$ cat config.mk
export PLATFORM = sky130hd
export DESIGN_NAME = draw_menu_char
export DESIGN_NICKNAME = d
export VERILOG_FILES = /design/src/rtl/draw_menu_char.sv
export SDC_FILE = /design/constraint.sdc
export NUM_CORES = 1
export LEC_CHECK = 0
export ABC_AREA = 0
export BUFFER_PORTS_ARGS = -buffer_cell sky130_fd_sc_hd__clkbuf_2
export CORE_UTILIZATION = 49
export CTS_CLUSTER_SIZE = 40
export DETAILED_ROUTE_END_ITERATION = 8
export GPL_TIMING_DRIVEN = 0
export PLACE_DENSITY_LB_ADDON = 0.15
export SETUP_SLACK_MARGIN = 0.5
export SYNTH_ARGS = -nofsm -noshare
export SYNTH_HDL_FRONTEND = slang
export SYNTH_SLANG_ARGS = --single-unit
$ cat constraint.sdc
create_clock -name i_clk -period 2.45 [get_ports i_clk]
set_clock_uncertainty 0.15 [all_clocks]
set_input_delay 0.49 -clock i_clk [delete_from_list [all_inputs] [get_ports i_clk]]
set_output_delay 0.49 -clock i_clk [all_outputs]
set_load 0.1 [all_outputs]
$ cat src/rtl/draw_menu_char.sv
// draw_menu_char: overlays a 16x16 text box of 8x16-pixel cells onto the
// VGA timing stream. Issues char_xy to the char ROM, forms the font ROM
// address from the returned code and the registered glyph line, then paints
// the glyph row (with an optional highlight bar on one text row). All timing
// leaves exactly 3 clocks after it enters.
module draw_menu_char #(
  parameter logic [10:0] XPOS       = 11'd256,
  parameter logic [10:0] YPOS       = 11'd176,
  parameter logic [11:0] LETTER_RGB = 12'hFFF,
  parameter logic [11:0] HL_RGB     = 12'h00F
) (
  input  logic        i_clk,
  input  logic        i_rst,
  input  logic [10:0] i_hcount,
  input  logic [10:0] i_vcount,
  input  logic        i_hsync,
  input  logic        i_vsync,
  input  logic        i_hblnk,
  input  logic        i_vblnk,
  input  logic [11:0] i_rgb,
  input  logic        i_sel_en,
  input  logic [3:0]  i_sel_row,
  input  logic [7:0]  i_char_code,
  input  logic [7:0]  i_char_pixels,
  output logic [7:0]  o_char_xy,
  output logic [3:0]  o_char_line,
  output logic [11:0] o_font_addr,
  output logic [10:0] o_hcount,
  output logic [10:0] o_vcount,
  output logic        o_hsync,
  output logic        o_vsync,
  output logic        o_hblnk,
  output logic        o_vblnk,
  output logic [11:0] o_rgb
);

  // Box-relative coordinates; positions left of / above the box wrap high
  // and therefore fail the unsigned range test.
  logic [10:0] w_xrel;
  logic [10:0] w_yrel;
  logic        w_in_box;

  assign w_xrel   = i_hcount - XPOS;
  assign w_yrel   = i_vcount - YPOS;
  assign w_in_box = (w_xrel < 11'd128) && (w_yrel < 11'd256);
  assign o_char_xy = w_in_box ? {w_yrel[7:4], w_xrel[6:3]} : 8'h00;

  // Stage 1: glyph line for the font ROM plus sideband aligned with char_code.
  logic [3:0]  r_char_line;
  logic        r_in_box_d1, r_sel_d1;
  logic [2:0]  r_xsub_d1;
  logic [10:0] r_hcount_d1, r_vcount_d1;
  logic        r_hsync_d1, r_vsync_d1, r_hblnk_d1, r_vblnk_d1;
  logic [11:0] r_rgb_d1;

  // Stage 1 register: sample inputs, compute line and selected-row match.
  always_ff @(posedge i_clk) begin
    if (i_rst) begin
      r_char_line <= '0;
      r_in_box_d1 <= 1'b0;
      r_sel_d1    <= 1'b0;
      r_xsub_d1   <= '0;
      r_hcount_d1 <= '0;
      r_vcount_d1 <= '0;
      r_hsync_d1  <= 1'b0;
      r_vsync_d1  <= 1'b0;
      r_hblnk_d1  <= 1'b0;
      r_vblnk_d1  <= 1'b0;
      r_rgb_d1    <= '0;
    end else begin
      r_char_line <= w_yrel[3:0];
      r_in_box_d1 <= w_in_box;
      r_sel_d1    <= i_sel_en && (w_yrel[7:4] == i_sel_row);
      r_xsub_d1   <= w_xrel[2:0];
      r_hcount_d1 <= i_hcount;
      r_vcount_d1 <= i_vcount;
      r_hsync_d1  <= i_hsync;
      r_vsync_d1  <= i_vsync;
      r_hblnk_d1  <= i_hblnk;
      r_vblnk_d1  <= i_vblnk;
      r_rgb_d1    <= i_rgb;
    end
  end

  assign o_char_line = r_char_line;
  assign o_font_addr = {i_char_code, r_char_line};

  // Stage 2: sideband aligned with the font row coming back from the ROM.
  logic        r_in_box_d2, r_sel_d2;
  logic [2:0]  r_xsub_d2;
  logic [10:0] r_hcount_d2, r_vcount_d2;
  logic        r_hsync_d2, r_vsync_d2, r_hblnk_d2, r_vblnk_d2;
  logic [11:0] r_rgb_d2;

  // Stage 2 register: shift the sideband one more clock.
  always_ff @(posedge i_clk) begin
    if (i_rst) begin
      r_in_box_d2 <= 1'b0;
      r_sel_d2    <= 1'b0;
      r_xsub_d2   <= '0;
      r_hcount_d2 <= '0;
      r_vcount_d2 <= '0;
      r_hsync_d2  <= 1'b0;
      r_vsync_d2  <= 1'b0;
      r_hblnk_d2  <= 1'b0;
      r_vblnk_d2  <= 1'b0;
      r_rgb_d2    <= '0;
    end else begin
      r_in_box_d2 <= r_in_box_d1;
      r_sel_d2    <= r_sel_d1;
      r_xsub_d2   <= r_xsub_d1;
      r_hcount_d2 <= r_hcount_d1;
      r_vcount_d2 <= r_vcount_d1;
      r_hsync_d2  <= r_hsync_d1;
      r_vsync_d2  <= r_vsync_d1;
      r_hblnk_d2  <= r_hblnk_d1;
      r_vblnk_d2  <= r_vblnk_d1;
      r_rgb_d2    <= r_rgb_d1;
    end
  end

  logic        w_pix_bit;
  logic [11:0] w_rgb_next;

  assign w_pix_bit = i_char_pixels[3'd7 - r_xsub_d2];

  // Composite: blanking wins, then glyph, then highlight bar, then background.
  always_comb begin
    w_rgb_next = r_rgb_d2;
    if (r_hblnk_d2 || r_vblnk_d2)
      w_rgb_next = 12'h000;
    else if (r_in_box_d2 && w_pix_bit)
      w_rgb_next = LETTER_RGB;
    else if (r_in_box_d2 && r_sel_d2)
      w_rgb_next = HL_RGB;
  end

  // Stage 3 register: outputs.
  always_ff @(posedge i_clk) begin
    if (i_rst) begin
      o_hcount <= '0;
      o_vcount <= '0;
      o_hsync  <= 1'b0;
      o_vsync  <= 1'b0;
      o_hblnk  <= 1'b0;
      o_vblnk  <= 1'b0;
      o_rgb    <= '0;
    end else begin
      o_hcount <= r_hcount_d2;
      o_vcount <= r_vcount_d2;
      o_hsync  <= r_hsync_d2;
      o_vsync  <= r_vsync_d2;
      o_hblnk  <= r_hblnk_d2;
      o_vblnk  <= r_vblnk_d2;
      o_rgb    <= w_rgb_next;
    end
  end

endmodule
==> results of run 1 <==
power groups by stage:
stage | Combinational, mW | Sequential, mW | Clock, mW
after global routing | 0.503 | 2.02 | 2.47
after detailed placement | 0.455 | 2.06 | 0
after global placement | 0.450 | 2.05 | 0
after CTS | 0.469 | 2.02 | 2.35
final | 0.474 | 2.01 | 2.31
after floorplan | 0.240 | 2.17 | 0
final cells by class:
type                    instances  area (um^2)
repair buffers                118          813
clock inverters                14          153
well taps                      99          124
flip-flops and latches        118         2360
multi-input cells             175         1160
plain buffers                  27          161
inverters                       4         15.0
fillers                       546         2010
clock buffers                  18          418
worst paths after layout:
check	from	slack (ns)	to
max	i_vcount[4]	-0.23	o_char_xy[5]
min	i_vblnk	0.04	r_vblnk_d1$_SDFF_PP0_
max reg2reg	r_xsub_d2[0]$_SDFF_PP0_	0.75	o_rgb[6]$_SDFF_PP0_
min reg2reg	r_rgb_d2[10]$_SDFF_PP0_	0.27	o_rgb[10]$_SDFF_PP0_
per-layer routing:
layer	share of wire, %	track usage, %	vias to the layer above
li1	-	-	1274
met1	40	18.6	1057
met2	53	31.0	83
met3	6.1	8.20	6
met4	0.84	7.48	0
met5	0	0	-
per-stage QoR:
stage          util, %  area (um^2)  instances  worst slack (ns)  setup TNS (ns)
2_1_floorplan        -         3690        324           -0.0130         -0.0130
3_3_place_gp      60.7         4380        537            -0.553           -4.02
3_5_place_dp      60.7         4380        537            -0.573           -4.20
4_1_cts           71.9         5180        572            -0.228           -1.65
5_1_grt           72.2         5210        573            -0.270           -1.93
6_report          72.2         5210        573            -0.230           -1.59
registers in the layout, indices dropped and copies added (netlist names), 2 cells and up:
signal,count
r_hcount_d1,9
r_vcount_d2,11
r_rgb_d2,12
r_xsub_d2,2
o_rgb,12
r_vcount_d1,8
o_hcount,11
o_vcount,11
r_rgb_d1,12
o_char_line,3
r_hcount_d2,9
r_xsub_d1,2
worst register-to-register path, stage by stage, from the launching register on:
cell and delay, ns:
dfxtp_1 0.42, mux2i_1 0.24, nor3b_1 0.09, o311ai_2 0.56, nand2_1 0.11
cells in the mapped netlist:
cell type and instances:
o21ai_0 4, and2_1 6, clkbuf_1 11, ha_1 2, xnor2_1 4, or4b_4 1
nor2b_1 101, nand2b_1 2, nor3b_1 1, o22ai_1 1, o311ai_2 1, inv_1 4
and2b_1 2, nor4b_1 1, nand2_1 18, buf_4 16, mux2i_1 4, a21boi_2 1
nand3_1 1, a21oi_1 5, xor2_1 2, a31oi_4 1, o21ai_1 1, nand4b_1 1
nor2_1 9, dfxtp_1 118, nand4_1 1, a21oi_2 1, nor3_1 3, or4_1 1
cells by family (layout without fill, tap and decap cells):
group           Yosys count  count (layout)  share of synthesized area (%)
xor+xnor                  6               6                           1.44
fa+ha+maj                 2               2                          0.687
mux                       4               4                           1.10
compound gates           15              15                           3.13
flops                   118             118                           64.9
simple gates            148             148                           23.9
buf+inv                  31             181                           4.85
repair_timing:
item | CTS | global route
endpoints found under the setup margin | 17 | 28
endpoints found under the hold margin | 0 | 0
buffers inserted | 3 | 1
pin swaps | 7 | 8
gates resized for setup | 37 | 23
==> impl_metrics.yaml, run 1 <==
layout:
  final_common_cell: "dfxtp_1"
  layout_common_cells: "dfxtp_1, nor2b_1, clkbuf_2, buf_4, clkbuf_16"
  n_antenna_cell: 0
  area_growth_pct: 43.1
  drive_above_1_share_pct: 38.0
  finalNetCount: 524
floorplanning:
  initial_core_util_pct: 50.5
  fp.dieW_um: 88.2
  pin_count: 123
  die_area_mm2: 0.00778
  coreArea_mm2: 0.00721
  num_rows: 31
  die_h_um: 88.2
logic_synthesis:
  ys_warn_count: 0
  yosysTopAreaCell: "dfxtp_1"
  yosys-top-cells-area: "dfxtp_1, nor2b_1, buf_4, nand2_1, clkbuf_1"
  synth_top_area_share_pct: 64.9
  synth_cell_types: 30
  netlist_instances: 324
  synth_area_mm2: 0.00364
  synth.yosys.seq_area_share_pct: 64.9
  syn_avg_cell_area_um2: 11.2
  synth_seq_cells: 118
  syn_nets: 387
clock_tree:
  numCtsBuffers: 17
  clk_pin_slew_worst_paths_ns: 0.06
  cts_tree: "built"
  clk_path_buf_depth: 2
  htreeDepth: 4
  cts_hold_buf: 0
  insertion_delay_ns: 0.50
  numClockSinks: 118
  ctsRootBufferMaster: "clkbuf_8"
critical_path:
  cp.depth: 7
  slowest_delay_ns: 0.51
  cp_cell_sequence: "clkbuf_16, ha_4, o21ai_4, or4b_4, a31oi_4, and2_4, clkbuf_16"
  path_class: "input pin to output pin"
  path_common_cell: "clkbuf_16"
  crit_slowest_cell: "or4b_4"
  critPathArrivalTime_ns: 2.04
  reg2regPathDepth: 4
  start_kind: "input pin"
  crit_family: "simple AND/OR/NAND/NOR gates"
  worstPathBufferInverterCount: 2
  crit_fanout: 8
  end_kind: "output pin"
  cp.required_ns: 1.81
sta:
  worst_slack_ns: -0.230
  post-route-period-util_pct: 109
  rsz0062_at_grt: "yes"
  hold_ws_ns: 0.0445
  finalHoldViolations: 0
  fmax_ghz: 0.373
  period_minus_slack_ns: 2.68
  slew_violations: 0
  setup_viol: 8
  max_slew_margin_pct: 59.6
  worst_pin_slew_ns: 0.602
grt:
  grt_max_degree: 17
  grt_pass1_wl_um: 9860
  gr-total-overflow: 0
  grt_pass1_vias: 2197
  antenna_found_initial: 0
  grt_usage_pct: 17.9
pwr:
  power_density_mw_per_mm2: 922
  power_mw: 4.80
  seqPwrFrac_pct: 42.0
  ir_drop_v: 0.000755
  p_leak_nw: 2.38
  sw_frac_of_total_pct: 25.2
  p_clk_share_pct: 48.2
  comb_power_share_pct: 9.9
  p_int_mw: 3.59
  switchingPower_mw: 1.21
drt:
  drc: 0
  via_per_inst: 4.22
  firstDrtPassIters: 4
  wirelength_um: 6450
  drtAntennaViolNets: 0
  drt_iter0_markers: 71
  via_count: 2420
  routedWlPerCell_um: 11.3
placement:
  place_hpwl_um: 4400
  port_buffers: 114
  gp_congestion: 0.769
hold_path:
  hold_depth: 2
  hp-class: "input pin to flip-flop"
status:
  violations: "setup timing"
  status: "finished, violations left"
flow_run:
  maxCapViolations: 0
(Power assumes the default switching activity.)
==> run 2, diff against run 1 <==
Settings changed: ABC_AREA 0 to 1, CORE_UTILIZATION 49 to 50.
==> run 2 against run 1 <==
Global-route usage grew 2.5 points; cell count grew 21%; first-iteration DRC count decreased by 41%; synthesized area is 4.8% higher; critical path type unchanged; via count rose by 19%; sequential share of layout area is 2.3 points lower; the run now ends clean; synthesized cell count up 38%; largest cell class unchanged; sequential cell count did not move; final area is 5.3% higher.
==> impl_metrics.yaml, run 2 <==
clock_tree:
  numCtsBuffers: 17
  numClockSinks: 118
  clk_pin_slew_worst_paths_ns: 0.06
  cts_tree: "built"
  ctsRootBufferMaster: "clkbuf_8"
  insertion_delay_ns: 0.50
  htreeDepth: 4
  clk_path_buf_depth: 2
  cts_hold_buf: 0
layout:
  drive_above_1_share_pct: 34.7
  final_common_cell: "dfxtp_1"
  layout_common_cells: "dfxtp_1, nor2_1, inv_1, clkbuf_2, nand2_1"
  n_antenna_cell: 0
  area_growth_pct: 43.7
  finalNetCount: 645
  stdcell_count: 693
  post-route-util_pct: 74.8
  top_regs: "o_rgb (12), r_rgb_d1 (12), r_rgb_d2 (12)"
logic_synthesis:
  ys_async_sr_fraction_pct: 0
  synth_area_mm2: 0.00382
  synth_top_area_share_pct: 61.9
  yosys-top-cells-area: "dfxtp_1, nor2_1, inv_1, buf_4, nand2_1"
  ys_warn_count: 0
  synth_top_cells_by_count: "nor2_1, dfxtp_1, inv_1"
  syn_nets: 510
  synth_cell_types: 23
  yosysTopAreaCell: "dfxtp_1"
  synth.yosys.seq_area_share_pct: 61.9
  netlist_instances: 447
  synth_ff_type: "dfxtp_1"
  syn_avg_cell_area_um2: 8.54
  synth_edf_count: 0
  synth_seq_cells: 118
  synth.most_common_cell: "nor2_1"
floorplanning:
  initial_core_util_pct: 52.1
  die_h_um: 89.4
  num_rows: 31
  coreArea_mm2: 0.00733
  die_area_mm2: 0.00799
  pin_count: 123
  fp.dieW_um: 89.4
placement:
  place_hpwl_um: 4720
  port_buffers: 113
  dp_cells: 659
  gp_congestion: 0.779
pwr:
  switchingPower_mw: 1.23
  ir_drop_v: 0.000627
  p_int_mw: 3.70
  seqPwrFrac_pct: 41.0
  comb_power_share_pct: 10.5
  power_density_mw_per_mm2: 897
  p_leak_nw: 2.76
  p_clk_share_pct: 48.5
  sw_frac_of_total_pct: 24.9
critical_path:
  end_kind: "output pin"
  cp.required_ns: 1.81
  reg2regPathDepth: 7
  worstReg2RegStart: "r_xsub_d2[0]$_SDFF_PP0_"
  cp_cell_sequence: "clkbuf_4, ha_2, nor2_1, nor2_2, o21ai_2, nand3_4, buf_12, nor2_4, clkbuf_16"
  crit_fanout: 6
  path_class: "input pin to output pin"
  critPathArrivalTime_ns: 1.81
  slowest_delay_ns: 0.21
  startpoint: "i_vcount[4]"
  crit_slowest_cell: "clkbuf_16"
  start_kind: "input pin"
hold_path:
  hold_start: "i_vcount[3]"
  hp-class: "input pin to flip-flop"
  hold_depth: 3
status:
  status: "finished clean"
grt:
  grt_pass1_wl_um: 11900
  gr-total-overflow: 0
  antenna_found_initial: 0
  grt_pass1_vias: 2724
  grt_usage_pct: 20.4
  grt_max_degree: 17
drt:
  wirelength_um: 7470
  drtAntennaViolNets: 0
  routedWlPerCell_um: 10.8
  firstDrtPassIters: 4
  via_count: 2881
  drc: 0
  drt_iter0_markers: 42
  via_per_inst: 4.16
sta:
  finalHoldViolations: 0
  slew_violations: 0
  period_minus_slack_ns: 2.45
  post-route-period-util_pct: 99.9
  hold_ws_ns: 0.0226
  worst_pin_slew_ns: 0.553
  fmax_ghz: 0.409
  max_slew_margin_pct: 63.3
  rsz0062_at_grt: "yes"
  setup_viol: 0
flow_run:
  maxCapViolations: 0
==> run 2: cell count changes in the layout (fill, tap and decap cells not counted), sizes merged, moves of 4 or more <==
cell   delta
a21oi     +7
nor2b   -101
o21ai     -4
inv     +109
nor2    +112
and2      -6
nand3     +8
nand2    +11
mux2i     -4
==> run 2: final cells by class <==
class	instances	area, um^2
Buffer	30	189
Tap cell	99	124
Sequential cell	118	2360
Timing Repair Buffer	116	848
Multi-Input combinational cell	184	923
Clock buffer	18	428
Inverter	115	452
Fill cell	540	1850
Clock inverter	13	158
==> run 2: power by group through the flow <==
stage	clock, mW	combinational (mW)	sequential (mW)
final	2.39	0.515	2.02
after global routing	2.53	0.553	2.02
after CTS	2.41	0.512	2.02
after detailed placement	0	0.489	2.06
after global placement	0	0.484	2.06
after floorplan	0	0.265	2.17
==> run 2: through the flow <==
| stage | total power, mW | instance area, um^2 | TNS (ns) | worst slack [ns] |
|---|---|---|---|---|
| final | 4.92 | 5480 | 0 | 0.00309 |
| after global routing | 5.11 | 5480 | -0.407 | -0.0639 |
| after CTS | 4.94 | 5470 | 0 | 0.00349 |
| after detailed placement | 2.55 | 4610 | -2.79 | -0.364 |
| after global placement | 2.54 | 4610 | -2.56 | -0.336 |
| after floorplan | 2.44 | 3920 | -0.0319 | -0.0214 |
==> run 2: what timing repair did <==
item | CTS | global route
pin swaps | 3 | 3
resized for setup | 43 | 17
gates cloned | 0 | 0
hold endpoints to repair | 0 | 0
setup buffers | 2 | 1
setup endpoints to repair | 16 | 24
==> run 2: worst paths after layout <==
kind                                             endpoint  slack (ns)
worst max-delay path                         o_char_xy[0]       0.003
worst min-delay path            r_vcount_d1[3]$_SDFF_PP0_        0.02
worst max register to register        o_rgb[4]$_SDFF_PP0_        1.10
worst min register to register     r_rgb_d2[6]$_SDFF_PP0_        0.25
==> run 2: metal layers <==
layer	wire, um	vias up	global-route usage, %	part of all wire (%)
met3	453	13	7.94	6.1
met1	3040	1263	21.2	41
met5	0	-	0	0
met2	3880	88	36.1	52
li1	-	1517	-	-
met4	99	0	9.52	1.3
==> run 2: critical path, delay by kind of cell <==
family | cells | cell delay (ns)
fa+ha+maj | 1 | 0.20
simple gates | 4 | 0.41
compound gates | 1 | 0.15
buf+inv | 3 | 0.53
==> run 2: cells by family (layout without fill, tap and decap cells) <==
family          count (synthesis)  after routing  synth area share, %
compound gates                 15             15                 3.08
fa+ha+maj                       2              2                0.655
flops                         118            118                 61.9
buf+inv                       145            292                 16.3
simple gates                  164            164                 17.4
xor+xnor                        3              3                0.688
